File: src/rtl/mc_ctrl_pkg.sv
// Shared constants for the multi-cycle MIPS controller:
// state codes, opcode/funct values, ALU codes, mux selects.
package mc_ctrl_pkg;

    localparam logic [3:0] ST_FETCH    = 4'd0;
    localparam logic [3:0] ST_DECODE   = 4'd1;
    localparam logic [3:0] ST_EXEC_R   = 4'd2;
    localparam logic [3:0] ST_WB_R     = 4'd3;
    localparam logic [3:0] ST_EXEC_I   = 4'd4;
    localparam logic [3:0] ST_WB_I     = 4'd5;
    localparam logic [3:0] ST_MEM_ADDR = 4'd6;
    localparam logic [3:0] ST_MEM_RD   = 4'd7;
    localparam logic [3:0] ST_WB_MEM   = 4'd8;
    localparam logic [3:0] ST_MEM_WR   = 4'd9;
    localparam logic [3:0] ST_BRANCH   = 4'd10;
    localparam logic [3:0] ST_JUMP     = 4'd11;
    localparam logic [3:0] ST_ILLEGAL  = 4'd12;

    localparam logic [5:0] OP_RTYPE = 6'b000000;
    localparam logic [5:0] OP_LW    = 6'b100011;
    localparam logic [5:0] OP_SW    = 6'b101011;
    localparam logic [5:0] OP_ADDI  = 6'b001000;
    localparam logic [5:0] OP_BEQ   = 6'b000100;
    localparam logic [5:0] OP_J     = 6'b000010;

    localparam logic [5:0] FN_NOP = 6'b000000;
    localparam logic [5:0] FN_ADD = 6'b100000;
    localparam logic [5:0] FN_SUB = 6'b100010;
    localparam logic [5:0] FN_AND = 6'b100100;
    localparam logic [5:0] FN_OR  = 6'b100101;
    localparam logic [5:0] FN_SLT = 6'b101010;

    localparam logic [3:0] ALU_ADD = 4'b0000;
    localparam logic [3:0] ALU_SUB = 4'b0001;
    localparam logic [3:0] ALU_AND = 4'b0010;
    localparam logic [3:0] ALU_SLT = 4'b0100;
    localparam logic [3:0] ALU_OR  = 4'b0101;
    localparam logic [3:0] ALU_MEM = 4'b1000;
    localparam logic [3:0] ALU_NOP = 4'b1111;

    localparam logic [1:0] SRCB_REG     = 2'b00;
    localparam logic [1:0] SRCB_FOUR    = 2'b01;
    localparam logic [1:0] SRCB_IMM     = 2'b10;
    localparam logic [1:0] SRCB_IMM_SH2 = 2'b11;

    localparam logic [1:0] PC_ALU    = 2'b00;
    localparam logic [1:0] PC_ALUOUT = 2'b01;
    localparam logic [1:0] PC_JUMP   = 2'b10;

    typedef struct packed {
        logic       pc_write;
        logic       pc_write_cond;
        logic       ior_d;
        logic       mem_read;
        logic       mem_write;
        logic       ir_write;
        logic       mem_to_reg;
        logic       reg_dst;
        logic       reg_write;
        logic       alu_src_a;
        logic [1:0] alu_src_b;
        logic [3:0] alu_cntrl;
        logic [1:0] pc_source;
    } ctrl_t;

    function automatic ctrl_t ctrl_idle();
        ctrl_t c;
        c = '0;
        c.alu_cntrl = ALU_NOP;
        return c;
    endfunction

    // ALU_NOP doubles as "funct not supported".
    function automatic logic [3:0] alu_from_func(input logic [5:0] fn);
        case (fn)
            FN_ADD:  return ALU_ADD;
            FN_SUB:  return ALU_SUB;
            FN_AND:  return ALU_AND;
            FN_OR:   return ALU_OR;
            FN_SLT:  return ALU_SLT;
            default: return ALU_NOP;
        endcase
    endfunction

endpackage

File: src/rtl/multicycle_control_fsm_if.sv
// Controller <-> datapath bundle: IR fields, memory handshake,
// zero flag in; mux selects and write strobes out.
interface multicycle_control_fsm_if;

    logic [5:0] op_in;
    logic [5:0] func_in;
    logic       mem_ready;
    logic       zero_in;

    logic       pcWrite;
    logic       pcWriteCond;
    logic       iorD;
    logic       memRead;
    logic       memWrite;
    logic       irWrite;
    logic       memToReg;
    logic       regDst;
    logic       regWrite;
    logic       ALUSrcA;
    logic [1:0] ALUSrcB;
    logic [3:0] ALUCntrl;
    logic [1:0] PCSource;
    logic       illegal;
    logic [3:0] state_out;

    modport master (
        input  op_in, func_in, mem_ready, zero_in,
        output pcWrite, pcWriteCond, iorD, memRead, memWrite,
        output irWrite, memToReg, regDst, regWrite,
        output ALUSrcA, ALUSrcB, ALUCntrl, PCSource,
        output illegal, state_out
    );

    modport slave (
        output op_in, func_in, mem_ready, zero_in,
        input  pcWrite, pcWriteCond, iorD, memRead, memWrite,
        input  irWrite, memToReg, regDst, regWrite,
        input  ALUSrcA, ALUSrcB, ALUCntrl, PCSource,
        input  illegal, state_out
    );

endinterface

File: src/rtl/multicycle_control_fsm_perf_counters.sv
// Performance counters: cycles outside reset/ILLEGAL and retired
// instructions (entries into FETCH). Ports: clk, rst_n, state, state_nx, counts.
module mc_perf_counters
    import mc_ctrl_pkg::*;
#(
    parameter int CNT_WIDTH = 32
) (
    input  logic                 clk,
    input  logic                 rst_n,
    input  logic [3:0]           state,
    input  logic [3:0]           state_nx,
    output logic [CNT_WIDTH-1:0] cycle_cnt,
    output logic [CNT_WIDTH-1:0] instr_cnt
);

    logic retire;

    assign retire = (state_nx == ST_FETCH) && (state != ST_FETCH);

    always_ff @(posedge clk or negedge rst_n) begin
        if (!rst_n) begin
            cycle_cnt <= '0;
            instr_cnt <= '0;
        end else begin
            if (state != ST_ILLEGAL)
                cycle_cnt <= cycle_cnt + 1'b1;
            if (retire)
                instr_cnt <= instr_cnt + 1'b1;
        end
    end

endmodule

File: src/rtl/multicycle_control_fsm.sv
// Multi-cycle MIPS sequencing controller (Moore decode, mem_ready stalls).
// Ports: clk, rst_n, bus (master); MULTICYCLE_PERF_CNT_EN adds cycle_cnt/instr_cnt.
module multicycle_control_fsm
    import mc_ctrl_pkg::*;
#(
    parameter int CNT_WIDTH = 32
) (
    input  logic                     clk,
    input  logic                     rst_n,
    multicycle_control_fsm_if.master bus
`ifdef MULTICYCLE_PERF_CNT_EN
    ,
    output logic [CNT_WIDTH-1:0]     cycle_cnt,
    output logic [CNT_WIDTH-1:0]     instr_cnt
`endif
);

    logic [3:0] state;
    logic [3:0] state_nx;
    ctrl_t      c;

    logic is_nop;
    logic is_r;
    logic is_mem;

    assign is_nop = (bus.op_in == OP_RTYPE) && (bus.func_in == FN_NOP);
    assign is_r   = (bus.op_in == OP_RTYPE)
                 && (alu_from_func(bus.func_in) != ALU_NOP);
    assign is_mem = (bus.op_in == OP_LW) || (bus.op_in == OP_SW);

    always_ff @(posedge clk or negedge rst_n) begin
        if (!rst_n)
            state <= ST_FETCH;
        else
            state <= state_nx;
    end

    always_comb begin
        state_nx = state;
        case (state)
            ST_FETCH:
                if (bus.mem_ready)
                    state_nx = ST_DECODE;
            ST_DECODE: begin
                unique case (1'b1)
                    is_nop:                   state_nx = ST_FETCH;
                    is_r:                     state_nx = ST_EXEC_R;
                    is_mem:                   state_nx = ST_MEM_ADDR;
                    (bus.op_in == OP_ADDI):   state_nx = ST_EXEC_I;
                    (bus.op_in == OP_BEQ):    state_nx = ST_BRANCH;
                    (bus.op_in == OP_J):      state_nx = ST_JUMP;
                    default:                  state_nx = ST_ILLEGAL;
                endcase
            end
            ST_EXEC_R:   state_nx = ST_WB_R;
            ST_WB_R:     state_nx = ST_FETCH;
            ST_EXEC_I:   state_nx = ST_WB_I;
            ST_WB_I:     state_nx = ST_FETCH;
            ST_MEM_ADDR: begin
                unique case (1'b1)
                    (bus.op_in == OP_LW): state_nx = ST_MEM_RD;
                    (bus.op_in == OP_SW): state_nx = ST_MEM_WR;
                    default:              state_nx = ST_ILLEGAL;
                endcase
            end
            ST_MEM_RD:
                if (bus.mem_ready)
                    state_nx = ST_WB_MEM;
            ST_WB_MEM:   state_nx = ST_FETCH;
            ST_MEM_WR:
                if (bus.mem_ready)
                    state_nx = ST_FETCH;
            ST_BRANCH:   state_nx = ST_FETCH;
            ST_JUMP:     state_nx = ST_FETCH;
            ST_ILLEGAL:  state_nx = ST_ILLEGAL;
            default:     state_nx = ST_ILLEGAL;
        endcase
    end

    always_comb begin
        c = ctrl_idle();
        case (state)
            ST_FETCH: begin
                c.mem_read  = 1'b1;
                c.alu_src_b = SRCB_FOUR;
                c.alu_cntrl = ALU_ADD;
                c.pc_source = PC_ALU;
                // only commit the fetch once memory delivers
                c.ir_write  = bus.mem_ready;
                c.pc_write  = bus.mem_ready;
            end
            ST_DECODE: begin
                c.alu_src_b = SRCB_IMM_SH2;
                c.alu_cntrl = ALU_ADD;
            end
            ST_EXEC_R: begin
                c.alu_src_a = 1'b1;
                c.alu_src_b = SRCB_REG;
                c.alu_cntrl = alu_from_func(bus.func_in);
            end
            ST_WB_R: begin
                c.reg_dst   = 1'b1;
                c.reg_write = 1'b1;
            end
            ST_EXEC_I: begin
                c.alu_src_a = 1'b1;
                c.alu_src_b = SRCB_IMM;
                c.alu_cntrl = ALU_ADD;
            end
            ST_WB_I: begin
                c.reg_write = 1'b1;
            end
            ST_MEM_ADDR: begin
                c.alu_src_a = 1'b1;
                c.alu_src_b = SRCB_IMM;
                c.alu_cntrl = ALU_MEM;
            end
            ST_MEM_RD: begin
                c.mem_read = 1'b1;
                c.ior_d    = 1'b1;
            end
            ST_WB_MEM: begin
                c.mem_to_reg = 1'b1;
                c.reg_write  = 1'b1;
            end
            ST_MEM_WR: begin
                c.mem_write = 1'b1;
                c.ior_d     = 1'b1;
            end
            ST_BRANCH: begin
                c.alu_src_a     = 1'b1;
                c.alu_src_b     = SRCB_REG;
                c.alu_cntrl     = ALU_MEM;
                c.pc_write_cond = 1'b1;
                c.pc_source     = PC_ALUOUT;
            end
            ST_JUMP: begin
                c.pc_write  = 1'b1;
                c.pc_source = PC_JUMP;
            end
            default: ;
        endcase
        // state is already FETCH in reset; this silences FETCH's strobes
        if (!rst_n)
            c = ctrl_idle();
    end

    assign bus.pcWrite     = c.pc_write;
    assign bus.pcWriteCond = c.pc_write_cond;
    assign bus.iorD        = c.ior_d;
    assign bus.memRead     = c.mem_read;
    assign bus.memWrite    = c.mem_write;
    assign bus.irWrite     = c.ir_write;
    assign bus.memToReg    = c.mem_to_reg;
    assign bus.regDst      = c.reg_dst;
    assign bus.regWrite    = c.reg_write;
    assign bus.ALUSrcA     = c.alu_src_a;
    assign bus.ALUSrcB     = c.alu_src_b;
    assign bus.ALUCntrl    = c.alu_cntrl;
    assign bus.PCSource    = c.pc_source;
    assign bus.illegal     = rst_n && (state == ST_ILLEGAL);
    assign bus.state_out   = state;

`ifdef MULTICYCLE_PERF_CNT_EN
    mc_perf_counters #(
        .CNT_WIDTH (CNT_WIDTH)
    ) u_perf (
        .clk       (clk),
        .rst_n     (rst_n),
        .state     (state),
        .state_nx  (state_nx),
        .cycle_cnt (cycle_cnt),
        .instr_cnt (instr_cnt)
    );
`endif

endmodule
File: src/flat_wrapper.sv
// flat-port wrapper written by rule: the top's interface ports become plain ports
module multicycle_control_fsm_flat import mc_ctrl_pkg::*;
#(
    parameter int CNT_WIDTH = 32
)
  (clk, rst_n, bus_op_in, bus_func_in, bus_mem_ready, bus_zero_in, bus_pcWrite, bus_pcWriteCond, bus_iorD, bus_memRead, bus_memWrite, bus_irWrite, bus_memToReg, bus_regDst, bus_regWrite, bus_ALUSrcA, bus_ALUSrcB, bus_ALUCntrl, bus_PCSource, bus_illegal, bus_state_out);
  multicycle_control_fsm_if bus_i ();
  input  logic clk;
  input  logic rst_n;
  input wire logic [$bits(bus_i.op_in)-1:0] bus_op_in;
  input wire logic [$bits(bus_i.func_in)-1:0] bus_func_in;
  input wire logic [$bits(bus_i.mem_ready)-1:0] bus_mem_ready;
  input wire logic [$bits(bus_i.zero_in)-1:0] bus_zero_in;
  output wire logic [$bits(bus_i.pcWrite)-1:0] bus_pcWrite;
  output wire logic [$bits(bus_i.pcWriteCond)-1:0] bus_pcWriteCond;
  output wire logic [$bits(bus_i.iorD)-1:0] bus_iorD;
  output wire logic [$bits(bus_i.memRead)-1:0] bus_memRead;
  output wire logic [$bits(bus_i.memWrite)-1:0] bus_memWrite;
  output wire logic [$bits(bus_i.irWrite)-1:0] bus_irWrite;
  output wire logic [$bits(bus_i.memToReg)-1:0] bus_memToReg;
  output wire logic [$bits(bus_i.regDst)-1:0] bus_regDst;
  output wire logic [$bits(bus_i.regWrite)-1:0] bus_regWrite;
  output wire logic [$bits(bus_i.ALUSrcA)-1:0] bus_ALUSrcA;
  output wire logic [$bits(bus_i.ALUSrcB)-1:0] bus_ALUSrcB;
  output wire logic [$bits(bus_i.ALUCntrl)-1:0] bus_ALUCntrl;
  output wire logic [$bits(bus_i.PCSource)-1:0] bus_PCSource;
  output wire logic [$bits(bus_i.illegal)-1:0] bus_illegal;
  output wire logic [$bits(bus_i.state_out)-1:0] bus_state_out;
  assign bus_i.op_in = bus_op_in;
  assign bus_i.func_in = bus_func_in;
  assign bus_i.mem_ready = bus_mem_ready;
  assign bus_i.zero_in = bus_zero_in;
  assign bus_pcWrite = bus_i.pcWrite;
  assign bus_pcWriteCond = bus_i.pcWriteCond;
  assign bus_iorD = bus_i.iorD;
  assign bus_memRead = bus_i.memRead;
  assign bus_memWrite = bus_i.memWrite;
  assign bus_irWrite = bus_i.irWrite;
  assign bus_memToReg = bus_i.memToReg;
  assign bus_regDst = bus_i.regDst;
  assign bus_regWrite = bus_i.regWrite;
  assign bus_ALUSrcA = bus_i.ALUSrcA;
  assign bus_ALUSrcB = bus_i.ALUSrcB;
  assign bus_ALUCntrl = bus_i.ALUCntrl;
  assign bus_PCSource = bus_i.PCSource;
  assign bus_illegal = bus_i.illegal;
  assign bus_state_out = bus_i.state_out;
  multicycle_control_fsm #(.CNT_WIDTH(CNT_WIDTH)) u_core (.clk(clk), .rst_n(rst_n), .bus(bus_i));
endmodule
File: config.mk
export PLATFORM = sky130hd
export DESIGN_NAME = multicycle_control_fsm_flat
export DESIGN_NICKNAME = d
export VERILOG_FILES = /design/src/rtl/mc_ctrl_pkg.sv /design/src/rtl/multicycle_control_fsm_if.sv /design/src/rtl/multicycle_control_fsm_perf_counters.sv /design/src/rtl/multicycle_control_fsm.sv /design/src/flat_wrapper.sv
export SDC_FILE = /design/constraint.sdc
export NUM_CORES = 1
export LEC_CHECK = 0
export BUFFER_PORTS_ARGS = -buffer_cell sky130_fd_sc_hd__buf_2
export CAP_MARGIN = 20
export CORE_ASPECT_RATIO = 0.8
export CORE_UTILIZATION = 46
export CTS_BUF_LIST = sky130_fd_sc_hd__clkbuf_2 sky130_fd_sc_hd__clkbuf_4 sky130_fd_sc_hd__clkbuf_8
export DETAILED_ROUTE_END_ITERATION = 8
export GPL_TIMING_DRIVEN = 1
export PLACE_DENSITY = 0.82
export REMOVE_ABC_BUFFERS = 1
export SYNTH_ARGS = -nofsm -noshare
export SYNTH_HDL_FRONTEND = slang
export SYNTH_SLANG_ARGS = --single-unit
File: constraint.sdc
create_clock -name clk -period 2.2 [get_ports clk]
set_clock_uncertainty 0.1 [all_clocks]
set_input_delay 0.44 -clock clk [delete_from_list [all_inputs] [get_ports clk]]
set_output_delay 0.44 -clock clk [all_outputs]
set_load 0.05 [all_outputs]
After elaboration in Yosys (flattened, before gate mapping)

Cells that the tools add are included.

Register bits: 4
Word-level logic and storage cells: 60

Equality and inequality tests: 26
Multiplexer cells: 20
Reduce and logical (&&, ||, !) cells: 13

Operator list:

| cell                                                             | number |
|---|---|
| 6-bit == test (second input constant)                            | 7 |
| 6-bit one-hot mux with 6 select lines                            | 1 |
| 4-bit one-hot mux with 8 select lines                            | 1 |
| 4-bit one-hot mux with 6 select lines                            | 1 |
| 4-bit == test (second input constant)                            | 5 |
| 4-bit one-hot mux with 5 select lines                            | 1 |
| 18-bit two-way mux                                               | 1 |
| 4-bit by 3-bit == test with 1-bit output (second input constant) | 4 |
| 6-bit zero test                                                  | 2 |
| 4-bit two-way mux                                                | 3 |
| 1-bit two-way mux                                                | 9 |
| 4-bit by 2-bit == test with 1-bit output (second input constant) | 2 |
| 4-bit one-hot mux with 2 select lines                            | 1 |
| 6-bit by 2-bit == test with 1-bit output (second input constant) | 1 |
| 6-bit by 3-bit == test with 1-bit output (second input constant) | 1 |
| 6-bit by 4-bit == test with 1-bit output (second input constant) | 1 |
| 2-bit != test (second input constant)                            | 3 |
| 5-bit OR reduction                                               | 1 |
| 4-bit by 1-bit == test with 1-bit output (second input constant) | 1 |
| 4-bit zero test                                                  | 1 |
| 4-bit != test (second input constant)                            | 1 |
| 2-bit one-hot mux with 2 select lines                            | 1 |
| 2-bit OR reduction                                               | 2 |
| 4-bit OR reduction                                               | 1 |
| 5 further kinds                                                  | 7 |

Depth between registers and ports, before layout

Gate-level depths: netlist of the first run.

Word-level depth: 6
Depth in mapped cells: 7

Least setup slack after synthesis of the first run

No wires, ideal clock.

Kind: reg-to-output
Start: reg u_core.state[1] (netlist: u_core.bus.state_out[1])
End: out bus_ALUSrcA
Arrival time: 2.680 ns
Data required time: 1.660 ns
Setup slack: -1.020 ns
Cell stages (with the launch flop): 5
Path buffers: 2
Path through: dfrtp_1 > buf_2 > buf_2 > nor2_1 > nor4bb_1

Cells in the longest elaborated chain, start to end: 4

RTL lines:

| item                                                             | RTL line                      | text |
|---|---|---|
| start, declared                                                  | multicycle_control_fsm.sv:18  | `logic [3:0] state;` |
| start signal, assigned                                           | multicycle_control_fsm.sv:35  | `state <= state_nx;` |
| 4-bit by 2-bit == test with 1-bit output (tied with other cells) | multicycle_control_fsm.sv:82  | `case (state)` |
| 4-bit OR reduction (no source line) *                            | --                            |  |
| 1-bit two-way mux *                                              | multicycle_control_fsm.sv:82  |  |
| 18-bit two-way mux *                                             | multicycle_control_fsm.sv:144 | `if (!rst_n)` |
| end, declared                                                    | flat_wrapper.sv:23            | `output wire logic [$bits(bus_i.ALUSrcA)-1:0] bus_ALUSrcA;` |

Every way passes the cells marked *; elsewhere a longest branch is shown, timed or not.

Worst setup path in the final report of the first run

Start: reg u_core.state[1] (netlist: u_core.bus.state_out[1])
End: out bus_ALUCntrl[1]

Cells in the longest elaborated chain, start to end: 3

RTL lines:

| item                                    | RTL line                      | text |
|---|---|---|
| 4-bit == test (tied with other cells)   | multicycle_control_fsm.sv:82  |  |
| 6-bit one-hot mux with 6 select lines * | multicycle_control_fsm.sv:82  |  |
| 18-bit two-way mux *                    | multicycle_control_fsm.sv:144 |  |
| end, declared                           | flat_wrapper.sv:25            | `output wire logic [$bits(bus_i.ALUCntrl)-1:0] bus_ALUCntrl;` |

Marks and branches as above.

==> results of run 1 <==
==> path summary, 6_finish.rpt <==
| kind | startpoint | to | slack (ns) |
|---|---|---|---|
| max | u_core.bus.state_out[1] | bus_ALUCntrl[1] | -0.02 |
| max in group asynchronous | rst_n | u_core.bus.state_out[3] | 1.19 |
| min in group asynchronous | rst_n | u_core.bus.state_out[0] | 0.62 |
| min reg2reg | u_core.bus.state_out[2] | u_core.bus.state_out[1] | 0.63 |
| min | bus_mem_ready | u_core.bus.state_out[2] | 0.49 |
| max reg2reg | u_core.bus.state_out[1] | u_core.bus.state_out[2] | 0.35 |
==> power breakdown <==
part           switching, mW  total, mW  leakage [nW]  internal, mW
clock network         0.0352     0.0966        0.0138        0.0614
logic                  0.893       1.34         0.485         0.444
registers             0.0292      0.134        0.0498         0.105
==> metrics by stage <==
step | hold WS, ns | setup slack [ns] | setup TNS [ns]
after floorplan | 0.0444 | -1.03 | -6.11
after global placement | 0.202 | -0.122 | -0.335
after detailed placement | 0.205 | -0.151 | -0.391
after CTS | 0.473 | -0.00621 | -0.00621
after global routing | 0.507 | -0.0724 | -0.208
final | 0.494 | -0.0175 | -0.0175
==> synth_stat cells (all sizes together) (3+ instances only) <==
cell	count	area, µm²
nor2	20	75.1
nand2	14	52.6
nor3	7	35.0
buf	6	27.5
nor2b	6	37.5
o21ai	6	30.0
a31oi	5	31.3
a22oi	4	30.0
dfrtp	4	100
a21oi	3	15.0
and3	3	20.0
nand2b	3	18.8
nand3	3	15.0
nor4	3	18.8
o21a	3	22.5
==> per-layer routing <==
metal | vias to the layer above | track usage, % | part of all wire, %
met5 | - | 0 | 0
met4 | 0 | 14.3 | 5.4
met3 | 26 | 7.08 | 9.7
met2 | 104 | 47.6 | 48
met1 | 528 | 46.0 | 37
li1 | 533 | - | -
==> area by class of cell <==
cell class                      instances  share of cell area [%]
Clock buffer                            3                    1.85
Inverter                                2                   0.616
Multi-Input combinational cell        105                    57.9
Sequential cell                         4                    8.32
Tap cell                               21                    2.16
Timing Repair Buffer                   51                    29.2
==> cells by family after synthesis <==
| kind of cell | count (synthesis) |
|---|---|
| compound gates | 32 |
| xor+xnor | 4 |
| buf+inv | 9 |
| flops | 4 |
| mux | 2 |
| simple gates | 67 |
==> worst reg2reg max path, cell delays in order, from the launching register on <==
cell and delay (ns):
dfrtp_1 0.42, buf_6 0.20, mux2_2 0.36, a22oi_1 0.17, o21ai_0 0.14, a311oi_1 0.26, a21oi_1 0.07
==> repair_timing <==
| action | CTS | global route |
|---|---|---|
| hold buffers | 1 | 0 |
| setup buffers | 1 | 1 |
| endpoints found under the hold margin | 4 | 0 |
| resized for setup | 20 | 22 |
| endpoints found under the setup margin | 6 | 10 |
| pin swaps | 4 | 4 |
==> results.toml, run 1 <==
[power]
total_power_mw = 1.57
power_density_nw_per_um2 = 1290
leakagePower_nw = 0.548
ir_worst_vdd_mv = 0.839

[placed_design]
portBuffers = 37
placed_area_um2 = 1020
hpwlAfterDp_um = 1800
dp_cells = 180
gp_congestion = 0.880

[synthesis]
yosysUniqueCellTypes = 41
yosys_warnings = 0
synth-xor-area-share_pct = 4.63
synthFlopType = "dfrtp_1"
ys_seq_elements = 4
synth_edf_count = 0
synth_top_family_by_area = "simple AND/OR/NAND/NOR gates"
yosys.area_share.simple_pct = 44.5
async_flop_share_pct = 100
seq_area_frac_synth_pct = 13.2
synth_area_um2 = 757
yosys-mux-area-fraction_pct = 2.81
syn_inst = 118
yosys.area_share.adder_pct = 0
syn_avg_cell_area_um2 = 6.42
synth_compound_area_share_pct = 29.8

[worst_setup_path]
crit_slowest_cell = "dfrtp_1"
cp_num_buf_inv = 1
crit_path_max_incr_delay_ns = 0.42
worstSetupPathType = "register to output pin"
end_kind = "output pin"
r2r_cells = 6
path_depth = 5
cp-start-kind = "register"
path_cells = "nor2b_1 -> a211oi_2 -> o21ai_2 -> a31o_2 -> buf_6"
path_max_fanout = 3
cp.arrival_ns = 1.68
required_ns = 1.66
path_delay_family = "compound AO/OA/AOI/OAI gates"

[finish]
utilization_pct = 83.7
multiInputGateArea_um2 = 706
fin_cells = 186
regArea_um2 = 101
syn_to_final_growth_pct = 61.0
fillers = 98
antenna_cells = 0
largest_reg_flops = 4
final_common_cell = "buf_2"
finalNetCount = 183
drive_gt1_share_pct = 43.0
final_cell_mix = "buf_2 (24), nor2_1 (17), buf_4 (14), nand2_1 (13), buf_6 (8)"
final_area_um2 = 1220

[outcome]
status = "finished with violations"
violations = "negative setup slack"

[clock_network]
path_clk_slew_ns = 0.04
cts.sinks = 4
cts_tree = "done"
clockBufferDepth = 2
cts_root_buffer = "clkbuf_4"
cts_max_level = 1
clock_latency_ns = 0.24
numCtsBuffers = 3

[floorplanning]
start_util_pct = 52.0
ioPinCount = 39
coreArea_um2 = 1460
rows = 12
die_area_um2 = 1810
die_h_um = 38.3
die_w_um = 47.4

[route]
route.detailed.drc = 0
first_pass_iters = 5
drt_iter0_markers = 91
finalWirelength_um = 3080
vias_per_cell = 6.40
vias = 1191
wire_per_inst_um = 16.5
ant_nets = 0

[global_route]
grt_pass1_wl_um = 4170
antenna_found_initial = 0
track_usage_pct = 32.9
gr-total-overflow = 0
grt_pass1_vias = 918
grt_max_degree = 20

[sta]
fmaxAchievable_mhz = 451
fin_crit_ns = 2.22
period_share_pct = 101
tightestPinTransition_ns = 0.453
setup_viol = 1
slew_viol_final = 0
max-slew-margin-rel_pct = 69.4
rsz0062_at_grt = "yes"
hold_violations = 0
setup_ws_ns = -0.0175

[job]
maxCapViolCount = 0

[worst_hold_path]
hold_depth = 3
hold_path.class = "primary input to register"
Note: power is estimated with default switching activity, not from simulation.
==> run 2: changes to the inputs <==
- PLACE_DENSITY: 0.82 -> 0.81
==> run 2 against run 1 <==
The flow still finishes with violations (negative setup slack); maximum frequency is 2.7% lower; wire length is 16% lower; sequential share of layout area is 0.46 points higher; largest cell class unchanged; highest routed layer unchanged.
==> results.toml, run 2 (synthesis gave the netlist of run 1 again) <==
[power]
total_power_mw = 1.47
ir_worst_vdd_mv = 0.739
power_density_nw_per_um2 = 1270
leakagePower_nw = 0.524

[clock_network]
numCtsBuffers = 3
cts_root_buffer = "clkbuf_4"
clock_latency_ns = 0.23
cts_max_level = 1
clockBufferDepth = 2
cts_tree = "done"
cts.sinks = 4
path_clk_slew_ns = 0.04

[finish]
finalNetCount = 182
final_area_um2 = 1150
syn_to_final_growth_pct = 52.6
final_common_cell = "buf_2"
largest_reg_flops = 4
antenna_cells = 0
multiInputGateArea_um2 = 666
drive_gt1_share_pct = 40.2
final_cell_mix = "buf_2 (28), nor2_1 (19), buf_4 (16), nand2_1 (14), nor3_1 (7)"
fillers = 118
regArea_um2 = 101

[floorplanning]
rows = 12
coreArea_um2 = 1460
die_h_um = 38.3
die_w_um = 47.4
start_util_pct = 52.0
ioPinCount = 39
die_area_um2 = 1810

[worst_setup_path]
crit_slowest_cell = "or2b_4"
cp.arrival_ns = 1.74
required_ns = 1.66
worstSetupPathType = "primary input to output pin"
end_kind = "output pin"
path_max_fanout = 3
crit_path_max_incr_delay_ns = 0.28
cp-start-kind = "primary input"
path_cells = "buf_2 -> or2b_4 -> a2111oi_4 -> o21a_1 -> o21ai_2 -> a31o_2 -> buf_4"

[route]
vias = 1106
first_pass_iters = 5
vias_per_cell = 5.98
wire_per_inst_um = 14.0
finalWirelength_um = 2580
drt_iter0_markers = 64
route.detailed.drc = 0
ant_nets = 0

[placed_design]
hpwlAfterDp_um = 1710
dp_slack_ns = -0.151
portBuffers = 37
placed_area_um2 = 1020
gp_congestion = 0.859

[worst_hold_path]
hold_path.class = "primary input to register"

[sta]
slew_viol_final = 0
fin_crit_ns = 2.28
max-slew-margin-rel_pct = 75.5
setup_viol = 3
setup_ws_ns = -0.0800
hold_violations = 0
tightestPinTransition_ns = 0.362
fmaxAchievable_mhz = 439
fin_setup_tns_ns = -0.145
period_share_pct = 104
rsz0062_at_grt = "yes"

[job]
maxCapViolCount = 0

[global_route]
antenna_found_initial = 0
grt_pass1_vias = 811
grt_pass1_wl_um = 3760
grt_max_degree = 23
gr-total-overflow = 0
track_usage_pct = 29.0

[outcome]
violations = "negative setup slack"
status = "finished with violations"
[run 2: cell count changes in the layout (fill, tap and decap cells not counted), moves of 2 or more]
cell and change:
buf_2 +4, buf_4 +2, buf_6 -5, clkbuf_4 -3
nor2_1 +2, nor2_2 -2
[run 2: path summary, 6_finish.rpt]
check,from,end,slack [ns],cells past startpoint
min in group asynchronous,rst_n,u_core.bus.state_out[2],0.63,2
max in group asynchronous,rst_n,u_core.bus.state_out[3],1.17,2
setup reg to reg,u_core.bus.state_out[1],u_core.bus.state_out[2],0.32,6
hold / removal,bus_mem_ready,u_core.bus.state_out[3],0.50,3
setup / recovery,bus_func_in[5],bus_ALUCntrl[1],-0.08,7
hold reg to reg,u_core.bus.state_out[2],u_core.bus.state_out[1],0.64,3
[run 2: per-stage QoR]
stage | std cells | utilization [%] | hold WS, ns
3_5_place_dp | 178 | 69.8 | 0.211
4_1_cts | 184 | 75.6 | 0.482
6_report | 185 | 79.3 | 0.500
3_3_place_gp | 178 | 69.8 | 0.202
2_1_floorplan | 111 | - | 0.0444
5_1_grt | 185 | 79.3 | 0.546
[run 2: layout make-up]
class,instances,area share (%)
tap,21,2.28
timing repair buffer,50,28.7
inverter,2,0.650
multi-input combinational,105,57.6
sequential,4,8.78
clock buffer,3,1.95
[run 2: worst max-delay path: cells and delay by family]
kind,cells,cell delay [ns]
buf+inv,2,0.27
simple gates,1,0.28
compound gates,4,0.74
[run 2: per-layer routing]
| metal | track usage (%) | vias to the layer above | wire length [µm] |
|---|---|---|---|
| li1 | - | 532 | - |
| met1 | 41.0 | 504 | 1130 |
| met2 | 46.9 | 66 | 1240 |
| met3 | 4.25 | 4 | 209 |
| met4 | 4.29 | 0 | 12 |
| met5 | 0 | - | 0 |
[run 2: power breakdown]
group          switching, mW  internal (mW)  total [mW]
Sequential            0.0323          0.105       0.137
Combinational          0.834          0.407        1.24
Clock                 0.0286         0.0609      0.0896
Total                  0.895          0.573        1.47
[run 2: what timing repair did]
action                                  in CTS  in global routing
endpoints found under the hold margin        4                  0
pin swaps                                    1                  1
endpoints found under the setup margin       5                  9
setup buffers                                2                  1
hold buffers                                 1                  0
resized for setup                            9                 17
